===== src/rtl/serial_transmitter.sv =====
// UART 8N1 transmitter for the sniffer host link.
// Sends single bytes or masked 32-bit words, LSB first.
module serial_transmitter #(
  parameter int BAUD_DIV = 868
) (
  input  logic        clock,
  input  logic        extReset,
  input  logic        writeByte,
  input  logic        writeLong,
  input  logic [31:0] dataIn,
  input  logic [3:0]  disabledGroups,
  output logic        tx,
  output logic        xmit_idle,
  output logic        busy
);

  localparam int CW = (BAUD_DIV > 1) ? $clog2(BAUD_DIV) : 1;
  localparam logic [CW-1:0] BAUD_LAST = CW'(BAUD_DIV - 1);

  typedef enum logic [2:0] {
    IDLE,
    LOAD,
    START,
    DATA,
    STOP
  } state_t;

  state_t        state, state_n;
  logic [31:0]   data, data_n;
  logic [3:0]    mask, mask_n;
  logic [7:0]    shift, shift_n;
  logic [1:0]    sel, sel_n;
  logic [2:0]    bit_cnt, bit_cnt_n;
  logic [CW-1:0] baud, baud_n;
  logic          tx_n, idle_n;

  logic [1:0] pick;
  logic       found;
  logic [3:0] sel_bit;
  logic       bit_end;
  logic       accept;

  assign sel_bit = 4'b0001 << sel;
  assign bit_end = (baud == '0);
  assign accept  = xmit_idle & (writeByte | writeLong);
  assign busy    = (state == START) | (state == DATA) | (state == STOP);

  // lowest-index byte still pending wins
  always_comb begin
    pick  = 2'd0;
    found = 1'b0;
    for (int i = 3; i >= 0; i--) begin
      if (!mask[i]) begin
        pick  = 2'(i);
        found = 1'b1;
      end
    end
  end

  always_comb begin
    state_n   = state;
    data_n    = data;
    mask_n    = mask;
    shift_n   = shift;
    sel_n     = sel;
    bit_cnt_n = bit_cnt;
    baud_n    = baud;
    tx_n      = tx;
    idle_n    = xmit_idle;
    unique case (state)
      IDLE: begin
        idle_n = 1'b1;
        if (accept) begin
          state_n = LOAD;
          data_n  = dataIn;
          mask_n  = writeLong ? disabledGroups : 4'b1110;
          idle_n  = 1'b0;
        end
      end
      LOAD: begin
        if (found) begin
          state_n = START;
          shift_n = data[{pick, 3'b000} +: 8];
          sel_n   = pick;
          tx_n    = 1'b0;
          baud_n  = BAUD_LAST;
        end else begin
          state_n = IDLE;
        end
      end
      START: begin
        if (bit_end) begin
          state_n   = DATA;
          tx_n      = shift[0];
          baud_n    = BAUD_LAST;
          bit_cnt_n = 3'd0;
        end else begin
          baud_n = baud - 1'b1;
        end
      end
      DATA: begin
        if (bit_end) begin
          baud_n    = BAUD_LAST;
          bit_cnt_n = bit_cnt + 3'd1;
          if (bit_cnt == 3'd7) begin
            state_n = STOP;
            tx_n    = 1'b1;
          end else begin
            shift_n = shift >> 1;
            tx_n    = shift[1];
          end
        end else begin
          baud_n = baud - 1'b1;
        end
      end
      STOP: begin
        if (bit_end) begin
          mask_n = mask | sel_bit;
          // nothing left: the empty LOAD is folded into this edge
          state_n = ((mask | sel_bit) == 4'hF) ? IDLE : LOAD;
        end else begin
          baud_n = baud - 1'b1;
        end
      end
      default: state_n = IDLE;
    endcase
  end

  always_ff @(posedge clock or posedge extReset) begin
    if (extReset) begin
      state     <= IDLE;
      data      <= '0;
      mask      <= '0;
      shift     <= '0;
      sel       <= '0;
      bit_cnt   <= '0;
      baud      <= '0;
      tx        <= 1'b1;
      xmit_idle <= 1'b1;
    end else begin
      state     <= state_n;
      data      <= data_n;
      mask      <= mask_n;
      shift     <= shift_n;
      sel       <= sel_n;
      bit_cnt   <= bit_cnt_n;
      baud      <= baud_n;
      tx        <= tx_n;
      xmit_idle <= idle_n;
    end
  end

endmodule


===== config.mk =====
export PLATFORM = sky130hd
export DESIGN_NAME = serial_transmitter
export DESIGN_NICKNAME = d
export VERILOG_FILES = /design/src/rtl/serial_transmitter.sv
export SDC_FILE = /design/constraint.sdc
export NUM_CORES = 1
export LEC_CHECK = 0
export CAP_MARGIN = 20
export CORE_AREA = 5 5 107 109
export CTS_BUF_LIST = sky130_fd_sc_hd__clkbuf_2 sky130_fd_sc_hd__clkbuf_4 sky130_fd_sc_hd__clkbuf_8
export CTS_CLUSTER_SIZE = 16
export DETAILED_ROUTE_END_ITERATION = 8
export DIE_AREA = 0 0 112 114
export PLACE_DENSITY = 0.6
export SLEW_MARGIN = 20
export SYNTH_ARGS = -nofsm -noshare
export SYNTH_HDL_FRONTEND = slang
export SYNTH_SLANG_ARGS = --single-unit

===== constraint.sdc =====
create_clock -name clock -period 2.5 [get_ports clock]
set_input_delay 0.75 -clock clock [delete_from_list [all_inputs] [get_ports clock]]
set_output_delay 0.75 -clock clock [all_outputs]
set_load 0.01 [all_outputs]

# After elaboration in Yosys (flattened, before gate mapping)

Cells that the tools add are included.

Add/subtract/negate cells: 2
Equal/unequal tests: 14
Shifts and indexed selects: 2
Multiplexer cells: 37
Bitwise operators: 5
Reduce and logical (&&, ||, !) cells: 16

Operators with widths:

| operator                | count |
|---|---|
| $shiftx A32 B6 Y8       | 1 |
| $mux W10                | 3 |
| $pmux W10 S3            | 1 |
| $mux W8                 | 3 |
| $mux W3                 | 7 |
| $pmux W8 S2             | 1 |
| $pmux W3 S5             | 1 |
| $ne A2 B2 Y1 const B    | 7 |
| $mux W4                 | 3 |
| $logic_not A10 Y1       | 1 |
| $mux W1                 | 10 |
| $mux W2                 | 5 |
| $sub A10 B1 Y10 const B | 1 |
| $reduce_and A3 Y1       | 3 |
| $pmux W4 S2             | 1 |
| $reduce_and A4 Y1       | 2 |
| $eq A3 B2 Y1 const B    | 2 |
| $eq A3 B3 Y1 const B    | 2 |
| $pmux W3 S2             | 1 |
| $reduce_bool A2 Y1      | 3 |
| $reduce_bool A3 Y1      | 2 |
| $reduce_and A5 Y1       | 1 |
| $eq A4 B4 Y1 const B    | 1 |
| $or A4 B4 Y4            | 1 |
| 10 further kinds        | 13 |

Register bits: 64
Output and inout bits: 3

# Depth between registers and ports, before layout

Gate-level depths: netlist (run 1).

Depth after elaboration: 7
Depth in mapped cells: 8
Gate-level depth less buffers: 7

# Least setup slack after synthesis (run 1)

Ideal clock, no wire load.

Kind: reg-to-reg
Start: reg baud[0]
End: reg shift[2]
Arrival: 1.834 ns
Setup slack: 0.548 ns
Cell stages (with the launch flop): 9
Cells stage by stage: dfrtp_1 inv_1 ha_1 nor3b_2 nand3_2 o31ai_4 buf_4 o211ai_1 o21a_1

Longest elaborated chain between the ends: 3

RTL lines:

| what                               | line | RTL |
|---|---|---|
| start: declaration                 | 34   | `logic [CW-1:0] baud, baud_n;` |
| start signal: assignment           | 147  | `baud <= baud_n;` |
| $logic_not A10 Y1                  | 44   | `assign bit_end = (baud == '0);` |
| $ne A2 B2 Y1 (no source line)      | --   |  |
| $reduce_and A4 Y1 (no source line) | --   |  |
| end signal: assignment             | 144  | `shift <= shift_n;` |
| end: declaration                   | 31   | `logic [7:0] shift, shift_n;` |

Every way passes these cells.
A chain may end at the register's enable or synchronous reset.

# Final worst setup path (run 1)

Start: reg state[1]
End: out busy

Longest elaborated chain between the ends: 3

RTL lines:

| what                     | line | RTL |
|---|---|---|
| start: declaration       | 28   | `state_t state, state_n;` |
| start signal: assignment | 141  | `state <= state_n;` |
| $eq A3 B2 Y1             | 46   | `assign busy = (state == START) \| (state == DATA) \| (state == STOP);` |
| $or A1 B1 Y1             | 46   |  |
| $or A1 B1 Y1 *           | 46   |  |
| end: declaration         | 14   | `output logic busy` |

Mark *: on every way between the ends. The rest lies on a longest branch, timed or not.

==> impl_summary.txt, run 1 <==
----------------------------------------------------
[Run status]
  Result of the run ... finished clean

[Floorplanning]
  Standard cell core area ... 10500 sq um
  Boundary pin count ... 43
  Site Rows ... 38
  Total die area ... approximately 13000 sq um
  Die H ... around 110 um
  Starting utilization of the core area ... 30.8%
  Die width ... 112 um

[Timing]
  Worst slew margin relative to its limit ... 59.1%
  Unrepaired setup endpoints after global routing ... false
  Worst Max-Slew Pin Slew ... 0.611 ns
  Min cycle time layout ... 2.33 ns
  Maximum operating frequency ... 429 MHz
  Number of pins with negative max-slew slack in the final report ... 0
  Final setup violating endpoints ... 0
  Setup_tns ... 0 ns
  Tcrit/Tclk final ... 93.2%
  Max Clock Skew ... 0.0103 ns
  Post-route setup slack ... 0.171 ns
  Final Hold Fails ... 0

[Yosys]
  Post-synthesis cell type count ... 45
  Area of the mapped netlist ... 3240 sq um
  Ys flop type ... dfrtp_1
  Synth Area per Inst ... 8.55 sq um
  Number of enable flip-flop cells after synthesis ... 0
  Area share of the largest cell type after synthesis ... 47.9%
  Post-synthesis sequential area ratio ... ~50%
  Flip-flop and latch count after synthesis ... 64
  Yosys warnings ... 0
  Cells taking the most area after synthesis ... dfrtp_1, nand2_1, a21oi_1
  Count of mapped cells out of synthesis ... 379
  Most area-hungry cell type in the Yosys netlist ... dfrtp_1
  Synthesized netlist net count ... between 400 and 500
  Fraction of registers with async set/reset ... 100%

[Cells and area]
  Layout cells sized above 1 ... 10.2%
  Antenna Diode Count ... 0
  Reg area ... roughly 1600 sq um
  Final core utilization ... 38.7%
  Layout Area Growth over Synthesis ... 25.6%
  Fin nets ... 468
  Most common library cell in the layout ignoring fill and taps ... nand2_1
  Fill cells ... approximately 1100
  Most frequent cells in the layout ... nand2_1, dfrtp_1, clkdlybuf4s50_1
  Area taken by multi-input logic gates ... 1510 sq um

[CTS]
  CTS Buf Count ... 9
  Root Buffer Master ... clkbuf_8
  Hold buffers post-CTS ... 0
  Clock sinks ... 64
  Clk buf depth ... 2
  CTS tree ... built
  Later-pin clock latency in the skew report ... roughly 0.35 ns
  Clk pin slew, worst setup/hold paths ... 0.08 ns
  H-tree levels ... 3

[Drt]
  Initial DRC count ... 174
  First drt pass iteration count ... 5
  Post-route ant nets ... 0
  Aggregate routed wire length ... 7680 um
  Remaining routing DRC violations ... 0
  Avg WL per Cell ... 13.5 um
  Via Count ... 2762
  Via density ... 4.85

[Worst setup path]
  Kind of start point of the critical path ... flop
  Crit Path Category ... reg -> out
  Slowest cell on the critical path ... or3b_4
  Crit. End Element ... primary output
  Stage delay of the slowest cell on the critical path ... roughly 0.46 ns
  Top fanout value on the critical path ... 9
  Arrival time reported for the critical path endpoint ... 1.58 ns
  CP Buf/Inv Count ... 1
  Required time at the worst-slack endpoint ... approximately 1.8 ns
  Ordered cell list for the critical path ... or3b_4 -> nand2_8 -> dlygate4sd2_1
  Top cell family by delay on the critical path ... simple AND/OR/NAND/NOR gates

[Global route]
  Antenna violations before repair ... 0
  Vias in the first global route ... 2815
  Total global routing overflow ... 0
  Global-route wire length before repair ... approximately 13000 um
  Overall global routing resource usage ... 13.0%
  Maximum number of pins on one net before global-route repair ... 65

[Power]
  Static Leakage ... 1.86 nW
  Power per standard cell area ... 498 nW/um^2
  Maximum resistive drop on vdd ... 0.251 mV

[Min path]
  Worst hold path type ... reg -> reg

[Place]
  Post-place setup slack ... 0.138 ns
  Post-detail-place hpwl ... 5500 um
  Total of buffers placed on input and output ports ... 42
  Placer's final routability congestion estimate ... 0.766

[Job]
  Max-capacitance violation count ... 0

----------------------------------------------------
where the power goes:
group          internal, mW  leakage (nW)  switching (mW)  total, mW
combinational        0.0582         0.924          0.0326     0.0908
sequential             1.03         0.841               0       1.03
clock                 0.474        0.0921           0.424      0.899
tightest hold or removal path, stage by stage (launching register included):
cell and delay, ns:
dfrtp_1 0.35, nand2_1 0.05, nand2_1 0.05
final timing paths:
path	start	endpoint	slack, ns	cells past startpoint
max reg2reg	baud[0]$_DFFE_PP0P_	shift[3]$_DFFE_PP0P_	0.31	8
max	state[1]$_DFFE_PP0P_	busy	0.17	3
min reg2reg	data[14]$_DFFE_PP0P_	data[14]$_DFFE_PP0P_	0.48	2
min in group asynchronous	extReset	baud[2]$_DFFE_PP0P_	0.79	3
max in group asynchronous	extReset	tx$_DFFE_PP1P_	1.37	3
min	data[14]$_DFFE_PP0P_	data[14]$_DFFE_PP0P_	0.48	2
stage by stage:
stage / cells / area, sq um / power (mW) / hold WS (ns)
detailed placement: 554 / 3860 / 1.15 / 0.463
CTS: 570 / 4070 / 2.06 / 0.481
floorplan: 379 / 3240 / 1.07 / 0.440
global route: 570 / 4070 / 2.12 / 0.503
global placement: 554 / 3860 / 1.15 / 0.459
finish: 570 / 4070 / 2.02 / 0.478
Yosys cell counts, types with 3 or more instances:
master and number:
nand2b_1 10, inv_1 12, or4_1 3, nor2_1 28, o21a_1 7, ha_1 3, o211ai_1 8, a211oi_1 3
dfrtp_1 62, o22ai_1 9, o22a_1 3, nor3_1 3, o21ai_0 20, clkbuf_1 14, a31oi_1 7, nor4_2 3
a21oi_1 25, mux2i_1 3, nand2_1 121
layer usage:
layer	GRT usage [%]	share of wire [%]
met1	16.7	45
met2	20.9	49
met3	3.77	4.4
met4	4.65	1.9
met5	0	0
state kept, by name, summed over array words and instances, names as in the netlist:
signal	count
baud	10
data	32
bit_cnt	3
shift	8
mask	4
tx	1
sel	2
state	3
xmit_idle	1
final cells by class:
cell class	count	area share, %
clock buffers	10	3.23
repair buffers	54	13.1
well taps	140	4.31
inverters	12	1.11
multi-input cells	284	37.1
flip-flops and latches	64	39.4
clock inverters	6	1.72
kinds of logic after synthesis:
kind of cell               synth area share (%)
AOI/OAI and AO/OA                          17.8
buffers and inverters                      4.29
DFF                                        49.5
muxes                                      1.27
and+or+nand+nor                            26.0
adders and majority gates                  1.16
what timing repair did:
| item | CTS | global route |
|---|---|---|
| setup endpoints to repair | 1 | 1 |
| gates resized for setup | 2 | 1 |
| hold endpoints to repair | 0 | 0 |
| buffers inserted | 0 | 0 |
(Power assumes the default switching activity.)
==> run 2: changes to the inputs <==
- SKIP_LAST_GASP: not set -> 1
==> results of run 2 <==
Final layout, timing and power as in run 1 (identical DEF).
